===== src/rtl/mips_pkg.sv =====
// Shared definitions for the MEM pipeline stage.
//   mem_state_t  : memory-access FSM states (IDLE / REQ / WAIT)
//   MASK_*       : access-width byte masks carried from execute
//   opcodes      : load/store/atomic primary opcodes (instruction[31:26])
//   LINK_REG     : destination register written by jal
package mips_pkg;

  typedef enum logic [1:0] {
    IDLE = 2'd0,   // no access outstanding
    REQ  = 2'd1,   // request raised, waiting for dmem_gnt
    WAIT = 2'd2    // load granted, waiting for dmem_rvalid
  } mem_state_t;

  localparam logic [3:0] MASK_B = 4'b0001;
  localparam logic [3:0] MASK_H = 4'b0011;
  localparam logic [3:0] MASK_W = 4'b1111;

  // Bit 2 of the opcode (instruction[28]) distinguishes the unsigned loads.
  localparam logic [5:0] LB  = 6'h20;
  localparam logic [5:0] LH  = 6'h21;
  localparam logic [5:0] LW  = 6'h23;
  localparam logic [5:0] LBU = 6'h24;
  localparam logic [5:0] LHU = 6'h25;
  localparam logic [5:0] SB  = 6'h28;
  localparam logic [5:0] SH  = 6'h29;
  localparam logic [5:0] SW  = 6'h2B;
  localparam logic [5:0] LL  = 6'h30;
  localparam logic [5:0] SC  = 6'h38;

  localparam logic [4:0] LINK_REG = 5'd31;

endpackage


===== src/rtl/mem_align.sv =====
// Combinational byte-lane logic for the MEM stage.
//   byte_off    : address bits [1:0] of the access
//   mask        : access width (MASK_B / MASK_H / MASK_W)
//   unsigned_ld : 1 = zero-extend the loaded value, 0 = sign-extend
//   st_data     : register value to be stored (right-aligned)
//   ld_raw      : full 32-bit word returned by memory
//   be          : byte enables for the bus
//   st_lanes    : store data moved onto its byte lanes
//   ld_data     : extracted and extended load result
//   misaligned  : half on an odd address or word on a non-word address
module mem_align
  import mips_pkg::*;
(
  input  logic [1:0]  byte_off,
  input  logic [3:0]  mask,
  input  logic        unsigned_ld,
  input  logic [31:0] st_data,
  input  logic [31:0] ld_raw,
  output logic [3:0]  be,
  output logic [31:0] st_lanes,
  output logic [31:0] ld_data,
  output logic        misaligned
);

  logic [31:0] shifted;
  logic        sign_b;
  logic        sign_h;

  always_comb begin
    be       = mask << byte_off;
    st_lanes = st_data << {byte_off, 3'b000};
    // Bring the addressed byte lane down to bit 0 before width masking.
    shifted  = ld_raw >> {byte_off, 3'b000};
    sign_b   = ~unsigned_ld & shifted[7];
    sign_h   = ~unsigned_ld & shifted[15];
    case (mask)
      MASK_B:  ld_data = {{24{sign_b}}, shifted[7:0]};
      MASK_H:  ld_data = {{16{sign_h}}, shifted[15:0]};
      default: ld_data = shifted;
    endcase
    misaligned = ((mask == MASK_H) && byte_off[0]) ||
                 ((mask == MASK_W) && (byte_off != 2'b00));
  end

endmodule


===== src/rtl/mem_stage.sv =====
// MEM pipeline stage: data-memory access, LL/SC reservation, control-flow
// redirect and the MEM/WB pipeline register.
//
// Ports
//   clk, rst_n                 : clock, asynchronous active-low reset
//   *_in                       : execute-stage results and controls
//   dmem_req/we/addr/be/wdata  : request channel, held stable until dmem_gnt
//   dmem_gnt                   : request accepted
//   dmem_rvalid/rdata          : read response (one per granted load)
//   mem_stall                  : upstream must hold its registers this cycle
//   redirect_valid/target      : flush younger instructions and load new PC
//   align_err                  : misaligned access seen (no bus request made)
//   *_out                      : MEM/WB register contents
//   dbg_state                  : current memory FSM state
//
// Handshake: a request transfers on a cycle where dmem_req && dmem_gnt;
// dmem_req never drops and addr/be/wdata never change while a request is
// waiting for gnt. A granted load completes on the first dmem_rvalid, which
// comes no earlier than the cycle after the grant. dmem_rvalid seen outside
// WAIT is ignored.
module mem_stage
  import mips_pkg::*;
#(
  parameter logic [31:0] LINK_OFFSET = 32'd4
) (
  input  logic        clk,
  input  logic        rst_n,
  input  logic [31:0] pc_in,
  input  logic [31:0] instruction_in,
  input  logic        regDst_in,
  input  logic        regWrite_in,
  input  logic        memRead_in,
  input  logic        memWrite_in,
  input  logic        memToReg_in,
  input  logic        atomic_in,
  input  logic        jal_in,
  input  logic        branch_in,
  input  logic        jump_in,
  input  logic        jr_in,
  input  logic [3:0]  mMask_in,
  input  logic [31:0] aluRes_in,
  input  logic [31:0] rsData_in,
  input  logic [31:0] rtData_in,
  input  logic [31:0] branchTarget_in,
  input  logic [31:0] jumpTarget_in,
  output logic        dmem_req,
  output logic        dmem_we,
  output logic [31:0] dmem_addr,
  output logic [3:0]  dmem_be,
  output logic [31:0] dmem_wdata,
  input  logic        dmem_gnt,
  input  logic        dmem_rvalid,
  input  logic [31:0] dmem_rdata,
  output logic        mem_stall,
  output logic        redirect_valid,
  output logic [31:0] redirect_target,
  output logic        align_err,
  output logic [31:0] pc_out,
  output logic [31:0] instruction_out,
  output logic [31:0] aluRes_out,
  output logic [31:0] memData_out,
  output logic [4:0]  writeReg_out,
  output logic        regWrite_out,
  output logic        memToReg_out,
  output mem_state_t  dbg_state
);

  // ---------------------------------------------------------------------
  // State
  // ---------------------------------------------------------------------
  mem_state_t  state_q, state_d;
  logic        res_valid_q, res_valid_d;
  logic [29:0] res_addr_q, res_addr_d;

  logic [31:0] pc_q, pc_d;
  logic [31:0] instr_q, instr_d;
  logic [31:0] alu_q, alu_d;
  logic [31:0] mdata_q, mdata_d;
  logic [4:0]  wreg_q, wreg_d;
  logic        regwrite_q, regwrite_d;
  logic        memtoreg_q, memtoreg_d;

  // ---------------------------------------------------------------------
  // Operation decode
  // ---------------------------------------------------------------------
  logic        mem_op;
  logic        is_ll;
  logic        is_sc;
  logic        sc_ok;
  logic        misaligned;
  logic        valid_op;
  logic        complete;
  logic        busy;
  logic [29:0] word_addr;
  logic [31:0] ld_data;

  assign mem_op    = memRead_in | memWrite_in;
  assign is_ll     = atomic_in & memRead_in;
  assign is_sc     = atomic_in & memWrite_in;
  assign word_addr = aluRes_in[31:2];
  assign sc_ok     = res_valid_q && (res_addr_q == word_addr);

  // A failing SC never touches memory; it finishes in one cycle with result 0.
  assign valid_op  = mem_op & ~misaligned & ~(is_sc & ~sc_ok);

  mem_align u_align (
    .byte_off    (aluRes_in[1:0]),
    .mask        (mMask_in),
    .unsigned_ld (instruction_in[28]),
    .st_data     (rtData_in),
    .ld_raw      (dmem_rdata),
    .be          (dmem_be),
    .st_lanes    (dmem_wdata),
    .ld_data     (ld_data),
    .misaligned  (misaligned)
  );

  assign dmem_addr = {aluRes_in[31:2], 2'b00};

  // ---------------------------------------------------------------------
  // Memory FSM: next state and request outputs
  // ---------------------------------------------------------------------
  always_comb begin
    state_d  = state_q;
    dmem_req = 1'b0;
    complete = 1'b0;
    case (state_q)
      IDLE: begin
        if (valid_op) begin
          dmem_req = 1'b1;
          if (dmem_gnt) begin
            // Stores finish on the grant; loads still owe a response.
            if (memWrite_in) complete = 1'b1;
            else             state_d  = WAIT;
          end else begin
            state_d = REQ;
          end
        end
      end
      REQ: begin
        dmem_req = 1'b1;
        if (dmem_gnt) begin
          if (memWrite_in) begin
            complete = 1'b1;
            state_d  = IDLE;
          end else begin
            state_d  = WAIT;
          end
        end
      end
      WAIT: begin
        if (dmem_rvalid) begin
          complete = 1'b1;
          state_d  = IDLE;
        end
      end
      default: state_d = IDLE;
    endcase
  end

  assign dmem_we   = dmem_req & memWrite_in;
  // Outside IDLE an access is always outstanding, whatever the inputs show.
  assign busy      = (state_q != IDLE) | valid_op;
  assign mem_stall = busy & ~complete;
  assign align_err = (state_q == IDLE) & mem_op & misaligned;
  assign dbg_state = state_q;

  // ---------------------------------------------------------------------
  // Redirect: held back while a memory op is still in flight
  // ---------------------------------------------------------------------
  always_comb begin
    redirect_valid  = (jr_in | jump_in | branch_in) & ~mem_stall;
    redirect_target = branchTarget_in;
    if (jr_in)        redirect_target = rsData_in;
    else if (jump_in) redirect_target = jumpTarget_in;
  end

  // ---------------------------------------------------------------------
  // LL/SC reservation
  // ---------------------------------------------------------------------
  always_comb begin
    res_valid_d = res_valid_q;
    res_addr_d  = res_addr_q;
    if (!mem_stall) begin
      if (is_sc) begin
        res_valid_d = 1'b0;
      end else if (is_ll && valid_op) begin
        res_valid_d = 1'b1;
        res_addr_d  = word_addr;
      end else if (memWrite_in && valid_op && (res_addr_q == word_addr)) begin
        res_valid_d = 1'b0;
      end
    end
  end

  // ---------------------------------------------------------------------
  // MEM/WB register: stage result when not stalled, bubble while stalled
  // ---------------------------------------------------------------------
  always_comb begin
    pc_d       = '0;
    instr_d    = '0;
    alu_d      = '0;
    mdata_d    = '0;
    wreg_d     = '0;
    regwrite_d = 1'b0;
    memtoreg_d = 1'b0;
    if (!mem_stall) begin
      pc_d       = pc_in;
      instr_d    = instruction_in;
      if (jal_in)     alu_d = pc_in + LINK_OFFSET;
      else if (is_sc) alu_d = {31'd0, sc_ok};
      else            alu_d = aluRes_in;
      // An unstalled valid load is necessarily the rvalid cycle.
      if (memRead_in && valid_op) mdata_d = ld_data;
      if (jal_in)         wreg_d = LINK_REG;
      else if (regDst_in) wreg_d = instruction_in[15:11];
      else                wreg_d = instruction_in[20:16];
      regwrite_d = regWrite_in & ~(mem_op & misaligned);
      memtoreg_d = memToReg_in & ~is_sc & ~(mem_op & misaligned);
    end
  end

  always_ff @(posedge clk or negedge rst_n) begin
    if (!rst_n) begin
      state_q     <= IDLE;
      res_valid_q <= 1'b0;
      res_addr_q  <= '0;
      pc_q        <= '0;
      instr_q     <= '0;
      alu_q       <= '0;
      mdata_q     <= '0;
      wreg_q      <= '0;
      regwrite_q  <= 1'b0;
      memtoreg_q  <= 1'b0;
    end else begin
      state_q     <= state_d;
      res_valid_q <= res_valid_d;
      res_addr_q  <= res_addr_d;
      pc_q        <= pc_d;
      instr_q     <= instr_d;
      alu_q       <= alu_d;
      mdata_q     <= mdata_d;
      wreg_q      <= wreg_d;
      regwrite_q  <= regwrite_d;
      memtoreg_q  <= memtoreg_d;
    end
  end

  assign pc_out          = pc_q;
  assign instruction_out = instr_q;
  assign aluRes_out      = alu_q;
  assign memData_out     = mdata_q;
  assign writeReg_out    = wreg_q;
  assign regWrite_out    = regwrite_q;
  assign memToReg_out    = memtoreg_q;

endmodule

===== config.mk =====
export PLATFORM = sky130hd
export DESIGN_NAME = mem_stage
export DESIGN_NICKNAME = d
export VERILOG_FILES = /design/src/rtl/mips_pkg.sv /design/src/rtl/mem_align.sv /design/src/rtl/mem_stage.sv
export SDC_FILE = /design/constraint.sdc
export NUM_CORES = 1
export LEC_CHECK = 0
export CORE_AREA = 10 10 190 192
export CTS_BUF_LIST = sky130_fd_sc_hd__clkbuf_8
export DETAILED_ROUTE_END_ITERATION = 7
export DIE_AREA = 0 0 200 202
export SYNTH_ARGS = -nofsm -noshare
export SYNTH_HDL_FRONTEND = slang
export SYNTH_SLANG_ARGS = --single-unit
export TNS_END_PERCENT = 10

===== constraint.sdc =====
create_clock -name clk -period 3.5 [get_ports clk]
set_clock_uncertainty 0.15 [all_clocks]
set_input_delay 0.525 -clock clk [delete_from_list [all_inputs] [get_ports clk]]
set_output_delay 0.525 -clock clk [all_outputs]
set_load 0.01 [all_outputs]

==> impl_metrics.csv, run 1 <==
group,metric,value,unit
global_route,track_usage,0.205,
drt,wl_per_cell,22.4,um
place,dp_hpwl,34500,um
yosys,postSynth.asyncResetShare,1.00,
worst_setup_path,crit_required,2.82,ns
sta,final.period_utilization,0.960,
die,fp.dieH,202,um
drt,viasPerCell,4.60,
power_and_ir_drop,ir_worst_vdd,0.201,mV
yosys,yosys_warnings,0,
yosys,yosysMostFrequentCell,"dfrtp_1",
yosys,synth_xor_area_frac,0.0501,
yosys,muxShareOfSynthArea,0.122,
place,io_buffers,513,
yosys,synth-simple-area-share,0.194,
clock_tree,cts_max_level,4,
yosys,synth_cell_types,51,
yosys,netlist.area_leader.share,0.462,
sta,finalCriticalPeriod,3.36,ns
yosys,synth_edf_count,0,
global_route,grt_pass1_wl,61800,um
cells_and_area,drive_gt1_frac,0.110,
run_status,status,"finished, final reports clean",
global_route,grt_max_degree,88,
sta,max_freq,298,MHz
die,placementRows,66,
clock_tree,clk_pin_slew,0.08,ns
die,coreArea,32300,um^2
worst_setup_path,cp-start-kind,"input pin",
place,placed_area,14800,um^2
worst_setup_path,cp-end-kind,"output port",
power_and_ir_drop,p_per_area,378,nW/um^2
sta,setup_tns,0,ns
sta,slew_headroom,0.490,
yosys,synth_top_cells_by_area,"dfrtp_1, mux2i_1, nor2b_1",
sta,report.final.slew_viol_count,0,
global_route,antenna_found_initial,8,
clock_tree,clk_path_buf_depth,2,
cells_and_area,design_area,15300,um^2
cells_and_area,fillCellCount,3021,
yosys,ys_seq_area_frac,0.462,
place,pre_cts_ws,-0.448,ns
global_route,first_global_vias,9350,
cells_and_area,final_core_utilization,0.474,
yosys,synth_compound_area_frac,0.107,
cells_and_area,area_growth_syn_to_layout,68.3,%
yosys,netlist_top_cells_count,"dfrtp_1, nor2_1, nor2b_1, nand2_1, mux2i_1",
yosys,yosysTopAreaCell,"dfrtp_1",
hold_path,worstHoldPathType,"flop to flop",
die,initial_core_util,0.282,
yosys,synth_area,9100,um^2
sta,worst_pin_slew,0.765,ns
yosys,synth_top_family_by_area,"simple AND/OR/NAND/NOR gates",
sta,hold_ws,0.391,ns
worst_setup_path,crit_type,"input pin to output port",
clock_tree,insertion_delay,0.46,ns
clock_tree,cts_setup_buffers,0,
sta,grt_setup_unrepaired,"false",
sta,setup_viol,0,
clock_tree,cts_buffers,17,
flow_run,maxCapViolCount,0,
die,die-area,40400,um^2
yosys,syn_avg_cell_area,9.75,um^2
yosys,synthAdderAreaFrac,0.00138,
die,io_pins,516,
yosys,synth_flop_cell,"dfrtp_1",
die,fp.dieW,200,um
sta,hold_violations,0,
power_and_ir_drop,p_leak,6.55,nW
drt,first_pass_iters,4,
drt,wl,42800,um
drt,vias,8767,
yosys,syn_inst,933,
worst_setup_path,cp_data_arrival_time,2.68,ns
drt,antenna_left,0,
sta,postLayoutSetupSlackWorst,0.140,ns
clock_tree,cts_tree,"done",
place,place_congestion,0.846,
global_route,grt_overflow_total,0,
clock_tree,cts.sinks,168,
worst_setup_path,crit_fanout,3,
yosys,ys_seq_elements,168,
clock_tree,cts_root_buffer,"clkbuf_8",
drt,drt_iter0_markers,408,
drt,drc,0,
cells_and_area,finalNetCount,1722,
==> power breakdown <==
| group | leakage [nW] | switching, W | internal, W | total [W] |
|---|---|---|---|---|
| registers | 2.19 | 0.000135 | 0.00221 | 0.00234 |
| clock network | 0.201 | 0.000811 | 0.000643 | 0.00145 |
| logic | 4.17 | 0.000885 | 0.00111 | 0.00199 |
==> cells in the final DEF, fill, tap and decap left out, drive strengths merged, types with 3 or more instances in the layout <==
cell             n
clkdlybuf4s50  502
dfrtp          168
nor2           106
nor2b           85
nand2           85
buf             80
mux2i           67
o21ai           53
xor2            40
a21oi           38
mux2            31
a211oi          28
clkbuf          21
a22oi           20
inv             14
nand3           13
xnor2           12
and2            12
nor3            12
nand4           10
nand2b          10
nor4             9
diode            4
and4             4
nor3b            4
clkinv           3
==> metrics by stage <==
| step | power, W | std cells |
|---|---|---|
| 2_1_floorplan | 0.00319 | 934 |
| 3_3_place_gp | 0.00437 | 1869 |
| 3_5_place_dp | 0.00438 | 1869 |
| 4_1_cts | 0.00587 | 1902 |
| 5_1_grt | 0.00610 | 1905 |
| 6_report | 0.00579 | 1906 |
==> kinds of logic (layout without fill, tap and decap cells) <==
| family | count (synthesis) | in the layout |
|---|---|---|
| AO/OA/AOI/OAI | 156 | 156 |
| XOR/XNOR | 52 | 52 |
| adder cells (fa/ha/maj) | 1 | 1 |
| buffers and inverters | 101 | 627 |
| flip-flops | 168 | 168 |
| multiplexers | 98 | 98 |
| other | 1 | 6 |
| AND/OR/NAND/NOR | 356 | 356 |
==> per-layer routing <==
metal / GRT usage / vias to the layer above / wire, um
met3: 0.0684 / 42 / 3620
met1: 0.219 / 4210 / 15800
li1: - / 4177 / -
met2: 0.373 / 332 / 22500
met5: 0 / - / 45
met4: 0.0573 / 6 / 790
==> registers in the layout (all words and copies together), names as in the netlist <==
| name | flops |
|---|---|
| aluRes_out | 32 |
| dbg_state | 2 |
| instruction_out | 32 |
| memData_out | 32 |
| memToReg_out | 1 |
| pc_out | 32 |
| regWrite_out | 1 |
| res_addr_q | 30 |
| res_valid_q | 1 |
| writeReg_out | 5 |
==> final cells by class <==
type | instances | area, um^2 | area share
diodes | 4 | 10.0 | 0.000654
clock buffers | 20 | 275 | 0.0180
clock inverters | 12 | 129 | 0.00842
inverters | 8 | 30.0 | 0.00196
multi-input cells | 665 | 4380 | 0.286
flip-flops and latches | 168 | 4200 | 0.275
well taps | 442 | 553 | 0.0361
repair buffers | 587 | 5730 | 0.374
==> critical path, stage by stage <==
cell and delay (ns):
clkdlybuf4s50_1 0.44, xor2_1 0.16, nor4_2 0.26, buf_4 0.14, nand4_1 0.13, buf_4 0.20
o31ai_4 0.23, buf_4 0.17, nor2b_1 0.13, o211a_1 0.14, buf_4 0.14
==> timing repair <==
action,in CTS,in global routing
cloned,0,0
resized for setup,9,9
hold buffers,1,0
pin swaps,3,2
setup endpoints to repair,4,4
endpoints found under the hold margin,68,0
==> path summary, 6_finish.rpt <==
kind,start,cells past startpoint,to,slack [ns]
worst max-delay path,aluRes_in[18],11,dmem_we,0.14
worst min-delay path,res_addr_q[21],1,res_addr_q[21],0.39
worst max register to register,res_addr_q[18],11,instruction_out[28],0.73
worst min register to register,res_addr_q[21],1,res_addr_q[21],0.39
max in group asynchronous,rst_n,3,memData_out[24],1.87
min in group asynchronous,rst_n,2,aluRes_out[5],0.50
(Power assumes the default switching activity.)
==> run 2, diff against run 1 <==
CTS_BUF_LIST = sky130_fd_sc_hd__clkbuf_4   (was sky130_fd_sc_hd__clkbuf_8)
MAX_ROUTING_LAYER = met4   (was not set)
==> run 2 against run 1 <==
  * Final area down 0.25%
  * Count of clock-buffer cells in the layout shrank 3
  * Core utilization shrank 0.12 points
  * Combinational power is 3% higher
  * Global-route usage increased by 0.59 points
  * Die area unchanged
  * Sequential power barely moved
  * Worst setup slack lost 0.010 ns
  * Via count rose by 1.1%
  * Routed wire length up 0.22%
  * First-iteration DRC count decreased by 7.4%
  * Critical path type unchanged
==> impl_metrics.csv, run 2 (synthesis gave the netlist of run 1 again) <==
group,metric,value,unit
worst_setup_path,cp_data_arrival_time,2.70,ns
sta,grt_setup_unrepaired,"true",
run_status,status,"finished, final reports clean",
hold_path,worstHoldPathType,"input pin to flop",
power_and_ir_drop,ir_worst_vdd,0.172,mV
global_route,first_global_vias,9373,
clock_tree,insertion_delay,0.57,ns
place,io_buffers,513,
clock_tree,cts_root_buffer,"clkbuf_4",
drt,wl,42900,um
worst_setup_path,crit_chain,"clkdlybuf4s50_1 > xor2_1 > nor4_1 > buf_4 > nand4_1 > o31ai_4 > buf_6 > nor2b_4 > o211a_1 > buf_6",
place,dp_hpwl,34500,um
clock_tree,clk_pin_slew,0.16,ns
worst_setup_path,cp-start-kind,"input pin",
sta,setup_viol,0,
cells_and_area,finalNetCount,1731,
power_and_ir_drop,pwr-share-comb,0.370,
cells_and_area,area_growth_syn_to_layout,67.9,%
global_route,grt_overflow_total,0,
cells_and_area,mostFrequentLayoutCells,"clkdlybuf4s50_1, dfrtp_1, nor2_1",
power_and_ir_drop,finalPower,0.00553,W
die,placementRows,66,
drt,viasPerCell,4.62,
cells_and_area,final_cells,1918,
clock_tree,cts.sinks,168,
sta,hold_ws,0.316,ns
power_and_ir_drop,p_per_area,362,nW/um^2
sta,report.final.slew_viol_count,0,
place,dp_cells,1869,
worst_setup_path,cpPeakStageDelay,0.47,ns
sta,final.period_utilization,0.963,
global_route,grt_pass1_wl,61600,um
drt,drt_iter0_markers,378,
sta,worst_pin_slew,0.775,ns
sta,finalCriticalPeriod,3.37,ns
die,initial_core_util,0.282,
cells_and_area,final_core_utilization,0.473,
power_and_ir_drop,p_clk_frac,0.207,
clock_tree,cts_tree,"done",
clock_tree,cts_buffers,17,
global_route,grt_max_degree,88,
worst_setup_path,cpMaxStageDelayCell,"clkdlybuf4s50_1",
worst_setup_path,crit_family,"buffers and inverters",
drt,drc,0,
clock_tree,clk_path_buf_depth,2,
worst_setup_path,critPathBufInv,4,
drt,antenna_left,0,
power_and_ir_drop,p_sw_frac,0.328,
cells_and_area,mostFrequentLayoutCell,"clkdlybuf4s50_1",
drt,first_pass_iters,5,
sta,hold_violations,0,
cells_and_area,fillCellCount,3022,
die,io_pins,516,
worst_setup_path,crit_required,2.82,ns
power_and_ir_drop,seq_power_share,0.423,
drt,wl_per_cell,22.3,um
sta,max_freq,297,MHz
power_and_ir_drop,p_leak,6.53,nW
die,die-area,40400,um^2
worst_setup_path,crit_fanout,3,
worst_setup_path,crit_top_cell,"buf_6",
worst_setup_path,cp-end-kind,"output port",
global_route,antenna_found_initial,8,
power_and_ir_drop,switchingPower,0.00181,W
clock_tree,cts_max_level,4,
worst_setup_path,crit_type,"input pin to output port",
die,fp.dieW,200,um
sta,slew_headroom,0.483,
drt,vias,8866,
power_and_ir_drop,p_int,0.00372,W
flow_run,maxCapViolCount,0,
cells_and_area,drive_gt1_frac,0.116,
global_route,track_usage,0.211,
die,fp.dieH,202,um
die,coreArea,32300,um^2
place,place_congestion,0.859,
-- run 2: worst register-to-register path, cell delays in order, from the launching register on --
cell and delay, ns:
dfrtp_1 0.44, xor2_2 0.20, nor4_2 0.27, buf_4 0.14, nand4_1 0.13, buf_6 0.18
buf_4 0.14, nor3_4 0.20, o21a_4 0.17, buf_6 0.11, buf_4 0.12, buf_12 0.34
nor2_1 0.13
-- run 2: stage by stage --
step	area [um^2]	setup slack, ns	TNS, ns
after floorplan	9100	0.804	0
after global placement	14800	-0.458	-1.98
after detailed placement	14800	-0.448	-4.83
after CTS	15200	-0.00138	-0.00138
after global routing	15300	-0.0712	-0.0712
final	15300	0.130	0
-- run 2: metal layers --
metal  up-vias  track usage  share of wire
li1       4202            -              -
met1      4304        0.223           0.38
met2       321        0.373           0.53
met3        39       0.0640          0.074
met4         0       0.0541          0.018
met5         -            -              0
-- run 2: power by group through the flow --
stage          Sequential, W  Clock (W)  Combinational [W]
3_5_place_dp         0.00238          0            0.00200
5_1_grt              0.00237    0.00127            0.00220
3_3_place_gp         0.00237          0            0.00199
2_1_floorplan        0.00244          0           0.000753
4_1_cts              0.00234    0.00120            0.00203
6_report             0.00234    0.00114            0.00204
-- run 2: area by class of cell --
| type | count | area [um^2] | area share |
|---|---|---|---|
| Antenna cell | 7 | 17.5 | 0.00115 |
| Clock buffer | 17 | 128 | 0.00836 |
| Clock inverter | 15 | 140 | 0.00917 |
| Inverter | 8 | 30.0 | 0.00197 |
| Multi-Input combinational cell | 665 | 4400 | 0.288 |
| Sequential cell | 168 | 4200 | 0.275 |
| Tap cell | 442 | 553 | 0.0362 |
| Timing Repair Buffer | 596 | 5800 | 0.380 |
-- run 2: path summary, 6_finish.rpt --
kind / start / endpoint / slack (ns) / cells past startpoint
setup / recovery: aluRes_in[16] / dmem_we / 0.13 / 10
hold / removal: memToReg_in / memToReg_out / 0.32 / 3
setup reg to reg: res_addr_q[26] / aluRes_out[27] / 0.65 / 12
hold reg to reg: res_addr_q[21] / res_addr_q[21] / 0.40 / 1
max in group asynchronous: rst_n / memData_out[24] / 1.99 / 3
min in group asynchronous: rst_n / aluRes_out[5] / 0.37 / 2
-- run 2: what timing repair did --
item	CTS	global route
setup endpoints to repair	4	4
resized for setup	18	13
pin swaps	5	6
hold endpoints to repair	68	0
buffers inserted	3	6
hold buffers	1	0
